$ cat src/rtl/canvas_pkg.sv
// Shared canvas definitions: geometry of the 32x32 one-bit canvas RAM and
// the access-controller state encoding used by the recognizer, display and
// access controller.
package canvas_pkg;

    localparam int CANVAS_ADDR_W = 10;
    localparam int CANVAS_DEPTH  = 1 << CANVAS_ADDR_W;

    typedef enum logic [1:0] {
        IDLE  = 2'd0,
        SCAN  = 2'd1,
        CLEAR = 2'd2
    } ctrl_state_t;

endpackage

$ cat src/rtl/canvas_clear_seq.sv
// Canvas wipe address sequencer: after a start pulse it walks addr from 0 to
// DEPTH-1, one cell per cycle, holding active for exactly DEPTH cycles. done
// marks the last cell.
module canvas_clear_seq
    import canvas_pkg::*;
#(
    parameter int ADDR_W = CANVAS_ADDR_W,
    parameter int DEPTH  = CANVAS_DEPTH
) (
    input  logic              clk,
    input  logic              rst,
    input  logic              start,
    output logic              active,
    output logic [ADDR_W-1:0] addr,
    output logic              done
);

    localparam logic [ADDR_W-1:0] LAST_ADDR = ADDR_W'(DEPTH - 1);

    logic              run;
    logic [ADDR_W-1:0] cnt;

    // Address counter: armed by start, wraps back to idle after the last cell.
    always_ff @(posedge clk or posedge rst) begin
        if (rst) begin
            run <= 1'b0;
            cnt <= '0;
        end else if (run) begin
            if (cnt == LAST_ADDR) begin
                run <= 1'b0;
                cnt <= '0;
            end else begin
                cnt <= cnt + 1'b1;
            end
        end else if (start) begin
            run <= 1'b1;
            cnt <= '0;
        end
    end

    assign active = run;
    assign addr   = cnt;
    assign done   = run && (cnt == LAST_ADDR);

endmodule

$ cat src/rtl/canvas_access_ctrl.sv
// Canvas RAM port arbiter: shares the single read/write port between the pen
// writer, the recognizer scan and the canvas wipe, and latches the result of
// each recognizer session.
//
//   state | meaning
//   ------+---------------------------------------------------------------
//   IDLE  | pen owns the port; end_write starts a scan, clear_req a wipe
//   SCAN  | recognizer owns the port (reads only); pen writes are stalled
//   CLEAR | wipe sequencer writes 0 to every cell, one per cycle
module canvas_access_ctrl
    import canvas_pkg::*;
#(
    parameter int ADDR_W       = CANVAS_ADDR_W,
    parameter int DEPTH        = CANVAS_DEPTH,
    parameter int AUTO_CLEAR   = 1,
    parameter int SCAN_TIMEOUT = 2047
) (
    input  logic              clk,
    input  logic              rst,
    input  logic              end_write,
    input  logic              clear_req,
    input  logic              pen_req,
    input  logic [ADDR_W-1:0] pen_addr,
    input  logic              pen_data,
    output logic              pen_ack,
    output logic              rec_start,
    input  logic              rec_re,
    input  logic [ADDR_W-1:0] rec_addr,
    output logic              rec_rdata,
    input  logic              rec_done,
    input  logic [7:0]        rec_char,
    output logic [7:0]        char_out,
    output logic              char_valid,
    output logic              ram_en,
    output logic              ram_we,
    output logic [ADDR_W-1:0] ram_addr,
    output logic              ram_wdata,
    input  logic              ram_rdata,
    output logic              busy,
    output logic              scan_err,
    output logic [7:0]        drop_cnt
);

    // Scan watchdog is a down-counter: loaded on scan start, times out at 0,
    // so a scan lasts at most SCAN_TIMEOUT cycles.
    localparam int                TMR_W    = $clog2(SCAN_TIMEOUT + 1);
    localparam logic [TMR_W-1:0]  TMR_LOAD = TMR_W'(SCAN_TIMEOUT - 1);

    ctrl_state_t       state, state_next;
    logic [TMR_W-1:0]  scan_tmr;
    logic              pending_clear;
    logic              scan_go;
    logic              scan_done;
    logic              scan_timeout;
    logic              clr_start;
    logic              clr_active;
    logic              clr_done;
    logic [ADDR_W-1:0] clr_addr;

    assign scan_go = (state == IDLE) && end_write;
    assign busy    = (state != IDLE);

    canvas_clear_seq #(
        .ADDR_W (ADDR_W),
        .DEPTH  (DEPTH)
    ) u_clear_seq (
        .clk    (clk),
        .rst    (rst),
        .start  (clr_start),
        .active (clr_active),
        .addr   (clr_addr),
        .done   (clr_done)
    );

    // State register.
    always_ff @(posedge clk or posedge rst) begin
        if (rst) begin
            state <= IDLE;
        end else begin
            state <= state_next;
        end
    end

    // Next-state and RAM port mux; pen is gated by rst so every output is 0
    // while reset is held.
    always_comb begin
        state_next   = state;
        pen_ack      = 1'b0;
        ram_en       = 1'b0;
        ram_we       = 1'b0;
        ram_addr     = '0;
        ram_wdata    = 1'b0;
        rec_rdata    = 1'b0;
        clr_start    = 1'b0;
        scan_done    = 1'b0;
        scan_timeout = 1'b0;
        case (state)
            IDLE: begin
                pen_ack = pen_req && !rst;
                if (pen_ack) begin
                    ram_en    = 1'b1;
                    ram_we    = 1'b1;
                    ram_addr  = pen_addr;
                    ram_wdata = pen_data;
                end
                // A scan beats a coincident clear; the clear is remembered.
                if (end_write) begin
                    state_next = SCAN;
                end else if (clear_req) begin
                    state_next = CLEAR;
                    clr_start  = 1'b1;
                end
            end
            SCAN: begin
                ram_en    = rec_re;
                ram_addr  = rec_addr;
                rec_rdata = ram_rdata;
                if (rec_done) begin
                    scan_done = 1'b1;
                    if ((AUTO_CLEAR != 0) || pending_clear || clear_req) begin
                        state_next = CLEAR;
                        clr_start  = 1'b1;
                    end else begin
                        state_next = IDLE;
                    end
                end else if (scan_tmr == '0) begin
                    scan_timeout = 1'b1;
                    state_next   = IDLE;
                end
            end
            CLEAR: begin
                ram_en   = clr_active;
                ram_we   = clr_active;
                ram_addr = clr_addr;
                if (clr_done) begin
                    state_next = IDLE;
                end
            end
            default: begin
                state_next = IDLE;
            end
        endcase
    end

    // Scan session bookkeeping: start pulse, result latch, error flag, watchdog.
    always_ff @(posedge clk or posedge rst) begin
        if (rst) begin
            rec_start  <= 1'b0;
            char_valid <= 1'b0;
            char_out   <= '0;
            scan_err   <= 1'b0;
            scan_tmr   <= '0;
        end else begin
            rec_start  <= scan_go;
            char_valid <= scan_done;
            if (scan_done) begin
                char_out <= rec_char;
            end
            if (scan_go) begin
                scan_err <= 1'b0;
            end else if (scan_timeout) begin
                scan_err <= 1'b1;
            end
            if (scan_go) begin
                scan_tmr <= TMR_LOAD;
            end else if ((state == SCAN) && (scan_tmr != '0)) begin
                scan_tmr <= scan_tmr - 1'b1;
            end
        end
    end

    // Deferred clear request and dropped end_write counter.
    always_ff @(posedge clk or posedge rst) begin
        if (rst) begin
            pending_clear <= 1'b0;
            drop_cnt      <= '0;
        end else begin
            if ((state == IDLE) && end_write && clear_req) begin
                pending_clear <= 1'b1;
            end else if ((state == SCAN) && clear_req) begin
                pending_clear <= 1'b1;
            end else if ((state == CLEAR) && clr_done) begin
                pending_clear <= 1'b0;
            end
            if ((state != IDLE) && end_write && (drop_cnt != 8'hFF)) begin
                drop_cnt <= drop_cnt + 8'd1;
            end
        end
    end

endmodule

$ cat config.mk
export PLATFORM = sky130hd
export DESIGN_NAME = canvas_access_ctrl
export DESIGN_NICKNAME = d
export VERILOG_FILES = /design/src/rtl/canvas_pkg.sv /design/src/rtl/canvas_clear_seq.sv /design/src/rtl/canvas_access_ctrl.sv
export SDC_FILE = /design/constraint.sdc
export NUM_CORES = 1
export LEC_CHECK = 0
export ABC_AREA = 1
export BUFFER_PORTS_ARGS = -buffer_cell sky130_fd_sc_hd__buf_2
export CAP_MARGIN = 20
export CORE_MARGIN = 2
export CORE_UTILIZATION = 50
export DETAILED_ROUTE_END_ITERATION = 8
export PLACE_DENSITY_LB_ADDON = 0.1
export SETUP_SLACK_MARGIN = 0.02
export SYNTH_ARGS = -nofsm -noshare
export SYNTH_HDL_FRONTEND = slang
export SYNTH_SLANG_ARGS = --single-unit
$ cat constraint.sdc
create_clock -name clk -period 2 [get_ports clk]
set_input_delay 0.1 -clock clk [delete_from_list [all_inputs] [get_ports clk]]
set_output_delay 0.1 -clock clk [all_outputs]
set_load 0.05 [all_outputs]
# After elaboration in Yosys (flattened, before gate mapping)
# Index checks and enable logic that the tools add are counted.
dict set report word_totals {
  ff_bits 43
  in_bits 37
  elab_cells 67
}
dict set report op_classes {
  addsub 3
  n_eq_ne 7
  n_mux 33
  n_reduce_logical 15
}
# cell n
set ops {}
lappend ops {{2-to-1 mux 10 bit} 4}
lappend ops {{case mux 10 bit (3 select lines)} 1}
lappend ops {{2-to-1 mux 11 bit} 2}
lappend ops {{2-to-1 mux 1 bit} 17}
lappend ops {{logical NOT 11 bit} 1}
lappend ops {{nonzero test 11 bit} 1}
lappend ops {{subtractor 11 x 1 -> 11 bit, second input constant} 1}
lappend ops {{adder 10 x 1 -> 10 bit, second input constant} 1}
lappend ops {{== test 10 bit, second input constant} 1}
lappend ops {{2-to-1 mux 2 bit} 5}
lappend ops {{adder 8 x 1 -> 8 bit, second input constant} 1}
lappend ops {{!= test 8 bit, second input constant} 1}
lappend ops {{nonzero test 2 bit} 4}
lappend ops {{logical AND 1 bit} 6}
lappend ops {{!= test 3 bit, second input constant} 2}
lappend ops {{case mux 2 bit (3 select lines)} 1}
lappend ops {{case mux 1 bit (2 select lines)} 2}
lappend ops {{case mux 1 bit (3 select lines)} 1}
lappend ops {{AND reduction 3 bit} 1}
lappend ops {{== test 2 x 1 -> 1 bit, second input constant} 1}
lappend ops {{== test 2 bit, second input constant} 1}
lappend ops {{logical NOT 2 bit} 1}
lappend ops {{!= test 2 bit, second input constant} 1}
lappend ops {{logical NOT 1 bit} 1}

# Depth between registers and ports, before layout
# Gate-level depths: netlist of run 1.
dict set report logic_depth {
  depth_word 6
  depth_mapped 9
  depth_no_buf 9
}

# Modules after synthesis
# Synthesis of run 1 repeated with hierarchy kept, for this count alone.
dict set report unflattened {
  cells_unflattened 347
  area_unflattened_um2 2536.2
}
# module instances cells_each area_each_um2
set modules_own_cells {}
lappend modules_own_cells {canvas_access_ctrl 1 262 1895.6}
lappend modules_own_cells {canvas_clear_seq 1 85 640.6}

# Least setup slack after synthesis of run 1
# OpenSTA, ideal clock, no wires.
dict set report synth_timing {
  path_type {input to output}
  start {in rst}
  end {out ram_addr[1]}
  arrival_time_ns 2.233
  setup_slack_ns -0.333
  stages 6
  n_path_buf 1
  path_cell_list {inv_1 > nand2_1 > nor2_2 > buf_2 > nand2_1 > o211ai_1}
}
dict set report synth_via {
  elab_chain_len 4
}
# element line_no
set synth_lines {}
lappend synth_lines {{start, declared} canvas_access_ctrl.sv:19} ;# input logic rst,
lappend synth_lines {{logical NOT 1 bit (no line)} -}
lappend synth_lines {{logical AND 1 bit} canvas_access_ctrl.sv:99} ;# pen_ack = pen_req && !rst;
lappend synth_lines {{2-to-1 mux 10 bit} canvas_access_ctrl.sv:100} ;# if (pen_ack) begin
lappend synth_lines {{case mux 10 bit (3 select lines)} canvas_access_ctrl.sv:97} ;# case (state)
lappend synth_lines {{end, declared} canvas_access_ctrl.sv:36} ;# output logic [ADDR_W-1:0] ram_addr,
# No other way between the ends.

# Worst setup path in the final report of run 1
dict set report layout_timing {
  start {reg state[1]}
  end {out ram_en}
}
dict set report layout_via {
  elab_chain_len 2
}
# element line_no
set layout_lines {}
lappend layout_lines {{start, declared} canvas_access_ctrl.sv:49} ;# ctrl_state_t state, state_next;
lappend layout_lines {{start signal, assigned} canvas_access_ctrl.sv:80} ;# state <= state_next;
lappend layout_lines {{== test 2 bit (tied with other cells)} canvas_access_ctrl.sv:97}
lappend layout_lines {{case mux 1 bit (3 select lines) *} canvas_access_ctrl.sv:97}
lappend layout_lines {{end, declared} canvas_access_ctrl.sv:34} ;# output logic ram_en,
# Mark *: on every way between the ends. The rest lies on a longest branch, timed or not.

==> flow_summary.json, run 1 <==
{
  "status": "finished, final reports clean",
  "relSlewSlack": 0.641,
  "seq_area_frac_synth": 0.432,
  "die_area_um2": 5560,
  "met3_usage": 0.0664,
  "h-tree-depth": 2,
  "finalHoldViolations": 0,
  "grt_setup_unrepaired": "no",
  "io_pins": 72,
  "cp_data_required_time_ns": 1.90,
  "grt_pass1_wl_um": 9850,
  "root_buffer": "clkbuf_8",
  "wl_per_cell_um": 12.3,
  "grt_use_met1": 0.302,
  "drive_above_1_share": 0.259,
  "max-cap-violations": 0,
  "setup-violations-final": 0,
  "synthFlopType": "dfrtp_1",
  "die_x_um": 74.6,
  "synth_fp_nets": 384,
  "leakage_nw": 1.67,
  "ys_seq_elements": 43,
  "clock_path_buffers": 2,
  "initial_utilization": 0.524,
  "grt_most_used_layer": "met2",
  "peakVddDrop_mv": 1.11,
  "fin_cells": 492,
  "first_global_vias": 2214,
  "die_h_um": 74.6,
  "layout_common_cells": "135 x nand2_1, 71 x buf_2, 43 x dfrtp_1",
  "synth-edff-count": 0,
  "numPortBuffers": 71,
  "synthCells": 344,
  "worst_slew_pin_slew_ns": 0.538,
  "dp.cells": 476,
  "track_usage": 0.230,
  "hpwlAfterDp_um": 4240,
  "rows": 25,
  "path_max_fanout": 6,
  "drtIter0Drc": 127,
  "grt_util_met2": 0.378,
  "vias": 2488,
  "cts_tree": "built",
  "critical_path_arrival_ns": 1.75,
  "syn_area_um2": 2490,
  "areaGrowthSynthToFinish_pct": 25.7,
  "fin_nets": 464,
  "fmax_mhz": 540,
  "final.period_utilization": 0.926,
  "antenna_cells": 0,
  "drv_slew": 0,
  "yosys_warnings": 0,
  "crit_type": "flop to output port",
  "hold_path.class": "input port to flop",
  "fin_crit_ns": 1.85,
  "synth_cell_types": 30,
  "setup_tns_ns": 0,
  "avgSynthCellArea_um2": 7.24,
  "post-route-util": 0.659,
  "antenna_found_initial": 0,
  "drt_wl_total_um": 6030,
  "grt-ovfl-total": 0,
  "power_density_nw_per_um2": 1560,
  "viasPerCell": 5.06,
  "grt_max_degree": 44,
  "mostFrequentLayoutCell": "nand2_1",
  "clock_sinks": 43,
  "gp_congestion": 0.812,
  "ant_nets": 0,
  "fin_skew_ns": 0.00534,
  "async_reset_ff_frac": 1.00,
  "endpoint_kind": "output port",
  "drc_errors": 0,
  "core_area_um2": 4750,
  "cts_buffers": 5,
  "fin_area_um2": 3130,
  "clock_latency_ns": 0.29,
  "worst_setup_path_start_kind": "flop",
  "path_clk_slew_ns": 0.08,
  "place_area_um2": 2900,
  "dr.pass1.iters": 4
}
[cell type report]
class / instances / area (um2)
flip-flops and latches: 43 / 1080
clock buffers: 5 / 68.8
multi-input cells: 258 / 1240
fillers: 435 / 1620
inverters: 35 / 138
well taps: 67 / 83.8
clock inverters: 3 / 67.6
repair buffers: 81 / 458
[synth_stat cells (2+ instances only)]
master    number  share of area
nand3_1       38          0.076
nand2_1      135           0.20
xor2_1         7          0.025
dfrtp_1       43           0.43
buf_2          4         0.0080
ha_1           3          0.015
nand4_1        4          0.010
nor3_1         4         0.0080
nand2_2        3         0.0075
nor2_2         5          0.013
o21ai_1        9          0.018
o211ai_1      10          0.030
inv_1         23          0.035
nand2_4        2         0.0090
inv_2         10          0.015
nand3_2        2         0.0080
xnor2_1        3          0.011
nor2_1        21          0.032
or2_2          2         0.0050
clkbuf_1       3         0.0045
o21ai_0        4         0.0080
[what timing repair did]
item	in CTS	in global routing
endpoints found under the hold margin	48	0
pin swaps	0	1
hold buffers	6	0
setup buffers	0	2
endpoints found under the setup margin	13	13
gates resized for setup	1	0
[critical path: stages, from the launching register on]
cell and delay (ns):
dfrtp_1 0.47, nor2_2 0.21, inv_2 0.08, nor2_4 0.14, buf_4 0.15, inv_2 0.04
o211ai_1 0.07, buf_2 0.29
[sequential cells by signal, indices dropped and copies added, names as in the netlist]
| name | cells |
|---|---|
| char_out | 8 |
| char_valid | 1 |
| drop_cnt | 8 |
| rec_start | 1 |
| scan_err | 1 |
| scan_tmr | 11 |
| state | 2 |
| u_clear_seq.active | 1 |
| u_clear_seq.addr | 10 |
[metal layers]
metal  part of all wire  wire (um)
met1               0.47       2810
met2               0.45       2730
met3              0.077        464
met4             0.0046         28
met5                  0          0
[report_power, final]
group	internal, mW	switching [mW]	total [mW]
clock	0.498	0.312	0.810
sequential	1.14	0.281	1.42
combinational	0.710	1.95	2.66
total	2.35	2.55	4.90
[cell families (layout without fill, tap and decap cells)]
family                   after synthesis  in the layout  synth area share
AND/OR/NAND/NOR                      220            220             0.385
flip-flops                            43             43             0.432
buffers and inverters                 43            124            0.0723
AO/OA/AOI/OAI                         25             25            0.0608
XOR/XNOR                              10             10            0.0352
adder cells (fa/ha/maj)                3              3            0.0151
[per-stage QoR]
stage          power, mW  hold slack, ns  setup WS (ns)
6_report            4.90         0.00174          0.147
3_5_place_dp        4.07           0.299          0.226
2_1_floorplan       3.51           0.102         0.0974
5_1_grt             5.24          0.0108         0.0329
4_1_cts             4.90         0.00266         0.0773
3_3_place_gp        4.03           0.295          0.267
[path summary, 6_finish.rpt]
kind,start,to,slack [ns],cells after the start
min in group asynchronous,rst,drop_cnt[4],0.51,4
min reg2reg,char_out[1],char_out[1],0.48,2
max,state[1],ram_en,0.15,7
max reg2reg,scan_tmr[0],scan_tmr[10],0.29,9
max in group asynchronous,rst,u_clear_seq.addr[6],1.11,4
min,rec_char[4],char_out[4],0.002,3
Note: power is estimated with default switching activity, not from simulation.
==> run 2: changes to the inputs <==
--- a/config.mk
+++ b/config.mk
@@ -11,7 +11,7 @@
 export CORE_MARGIN = 2
 export CORE_UTILIZATION = 50
 export DETAILED_ROUTE_END_ITERATION = 8
-export PLACE_DENSITY_LB_ADDON = 0.1
+export PLACE_DENSITY = 0.77
 export SETUP_SLACK_MARGIN = 0.02
 export SYNTH_ARGS = -nofsm -noshare
 export SYNTH_HDL_FRONTEND = slang
==> flow_summary.json, run 2 (synthesis results as in run 1) <==
{
  "die_h_um": 74.6,
  "drv_slew": 0,
  "peakVddDrop_mv": 1.22,
  "internal_power_mw": 2.12,
  "hold_path.class": "input port to flop",
  "vias": 2470,
  "gp_congestion": 0.864,
  "dp_slack_ns": 0.257,
  "worst_setup_path_start_kind": "flop",
  "h-tree-depth": 2,
  "fmax_mhz": 544,
  "power_density_nw_per_um2": 1500,
  "first_global_vias": 2354,
  "viasPerCell": 5.02,
  "clock_sinks": 43,
  "initial_utilization": 0.524,
  "finalHoldViolations": 0,
  "grt_max_degree": 44,
  "r2r_slack_ns": 0.25,
  "io_pins": 72,
  "clock_path_buffers": 2,
  "numPortBuffers": 71,
  "cts_buffers": 5,
  "die_area_um2": 5560,
  "dr.pass1.iters": 4,
  "status": "finished, final reports clean",
  "path_max_fanout": 12,
  "p_seq_frac": 0.305,
  "sw_frac_of_total": 0.542,
  "p_sw_mw": 2.52,
  "fin_cells": 492,
  "largest_register_ffs": 11,
  "top_register": "scan_tmr",
  "crit_path_start": "state[1]",
  "hpwlAfterDp_um": 4380,
  "grt_setup_unrepaired": "no",
  "grt-ovfl-total": 0,
  "crit_type": "flop to output port",
  "holdWs_ns": 0.00413,
  "drc_errors": 0,
  "root_buffer": "clkbuf_8",
  "wl_per_cell_um": 12.2,
  "fin_crit_ns": 1.84,
  "rows": 25,
  "layout_common_cells": "135 x nand2_1, 71 x buf_2, 43 x dfrtp_1",
  "drtIter0Drc": 119,
  "setup_tns_ns": 0,
  "core_area_um2": 4750,
  "mostFrequentLayoutCell": "nand2_1",
  "endpoint_kind": "output port",
  "ant_nets": 0,
  "areaGrowthSynthToFinish_pct": 24.3,
  "grt_pass1_wl_um": 10400,
  "die_x_um": 74.6,
  "total_power_mw": 4.64,
  "cp_data_required_time_ns": 1.90,
  "critical_path_arrival_ns": 1.74,
  "setup-violations-final": 0,
  "path_clk_slew_ns": 0.08,
  "leakage_nw": 1.66,
  "final.period_utilization": 0.919,
  "worst-r2r-cell-count": 9,
  "r2r-start": "scan_tmr[0]",
  "relSlewSlack": 0.641,
  "track_usage": 0.243,
  "finalWorstSetupSlack_ns": 0.162,
  "clkPwrFrac": 0.123,
  "worst_slew_pin_slew_ns": 0.538,
  "cp-endpoint": "ram_addr[5]",
  "antenna_cells": 0,
  "hold_depth": 3,
  "cts_tree": "built",
  "max-cap-violations": 0,
  "combPwrFrac": 0.571,
  "fin_nets": 465,
  "dp.cells": 476,
  "drive_above_1_share": 0.254,
  "r2r_end": "scan_tmr[5]",
  "clock_latency_ns": 0.30,
  "fin_skew_ns": 0.00574,
  "drt_wl_total_um": 6000,
  "antenna_found_initial": 0
}
==> run 2: changes by cell type in the layout (fill, tap and decap cells not counted), sizes merged <==
cell         previous run  this run
buf                    75        74
bufinv                  2         0
clkbuf                  5         6
clkinv                  1         2
clkinvlp                2         1
dlygate4sd3             6         8
==> run 2: power groups by stage <==
stage          combinational (mW)  sequential [mW]  clock, mW
2_1_floorplan                1.65             1.86          0
3_3_place_gp                 2.57             1.42          0
3_5_place_dp                 2.64             1.42          0
4_1_cts                      2.66             1.42      0.585
5_1_grt                      2.92             1.47      0.626
6_report                     2.65             1.42      0.572
==> run 2: area by class of cell <==
type                            count  area [um2]
Inverter                           35         138
Timing Repair Buffer               82         470
Clock inverter                      1        5.00
Tap cell                           67        83.8
Sequential cell                    43        1080
Clock buffer                        6        82.6
Multi-Input combinational cell    258        1240
Fill cell                         437        1660
==> run 2: repair_timing <==
action,in CTS,in global routing
setup endpoints to repair,13,13
pin swaps,0,1
gates resized for setup,1,0
hold buffers,8,0
setup buffers,0,1
hold endpoints to repair,50,0
==> run 2: metrics by stage <==
step                      area, um2  utilization
after detailed placement       2900        0.611
after CTS                      3080        0.647
after global placement         2900        0.611
final                          3100        0.651
after global routing           3100        0.651
after floorplan                2490            -
==> run 2: critical path, stage by stage, from the launching register on <==
cell and delay [ns]:
dfrtp_1 0.47, nor2_2 0.21, inv_2 0.08, nor2_4 0.13
buf_12 0.14, nand2_1 0.05, o211ai_1 0.07, buf_2 0.30
==> run 2: how the worst min path moves through the flow <==
stage,startpoint,endpoint
final,rec_char[3],char_out[3]
after global routing,rec_char[3],char_out[3]
after CTS,rec_char[3],char_out[3]
after detailed placement,rst,char_out[2]
after global placement,rec_char[2],char_out[2]
after floorplan,rst,char_out[0]
==> run 2: layer usage <==
layer	routed length, um	track usage	vias to the layer above
met5	0	0	-
met4	49	0.0516	0
met3	385	0.0650	5
met2	2960	0.414	67
met1	2600	0.312	1141
li1	-	-	1257
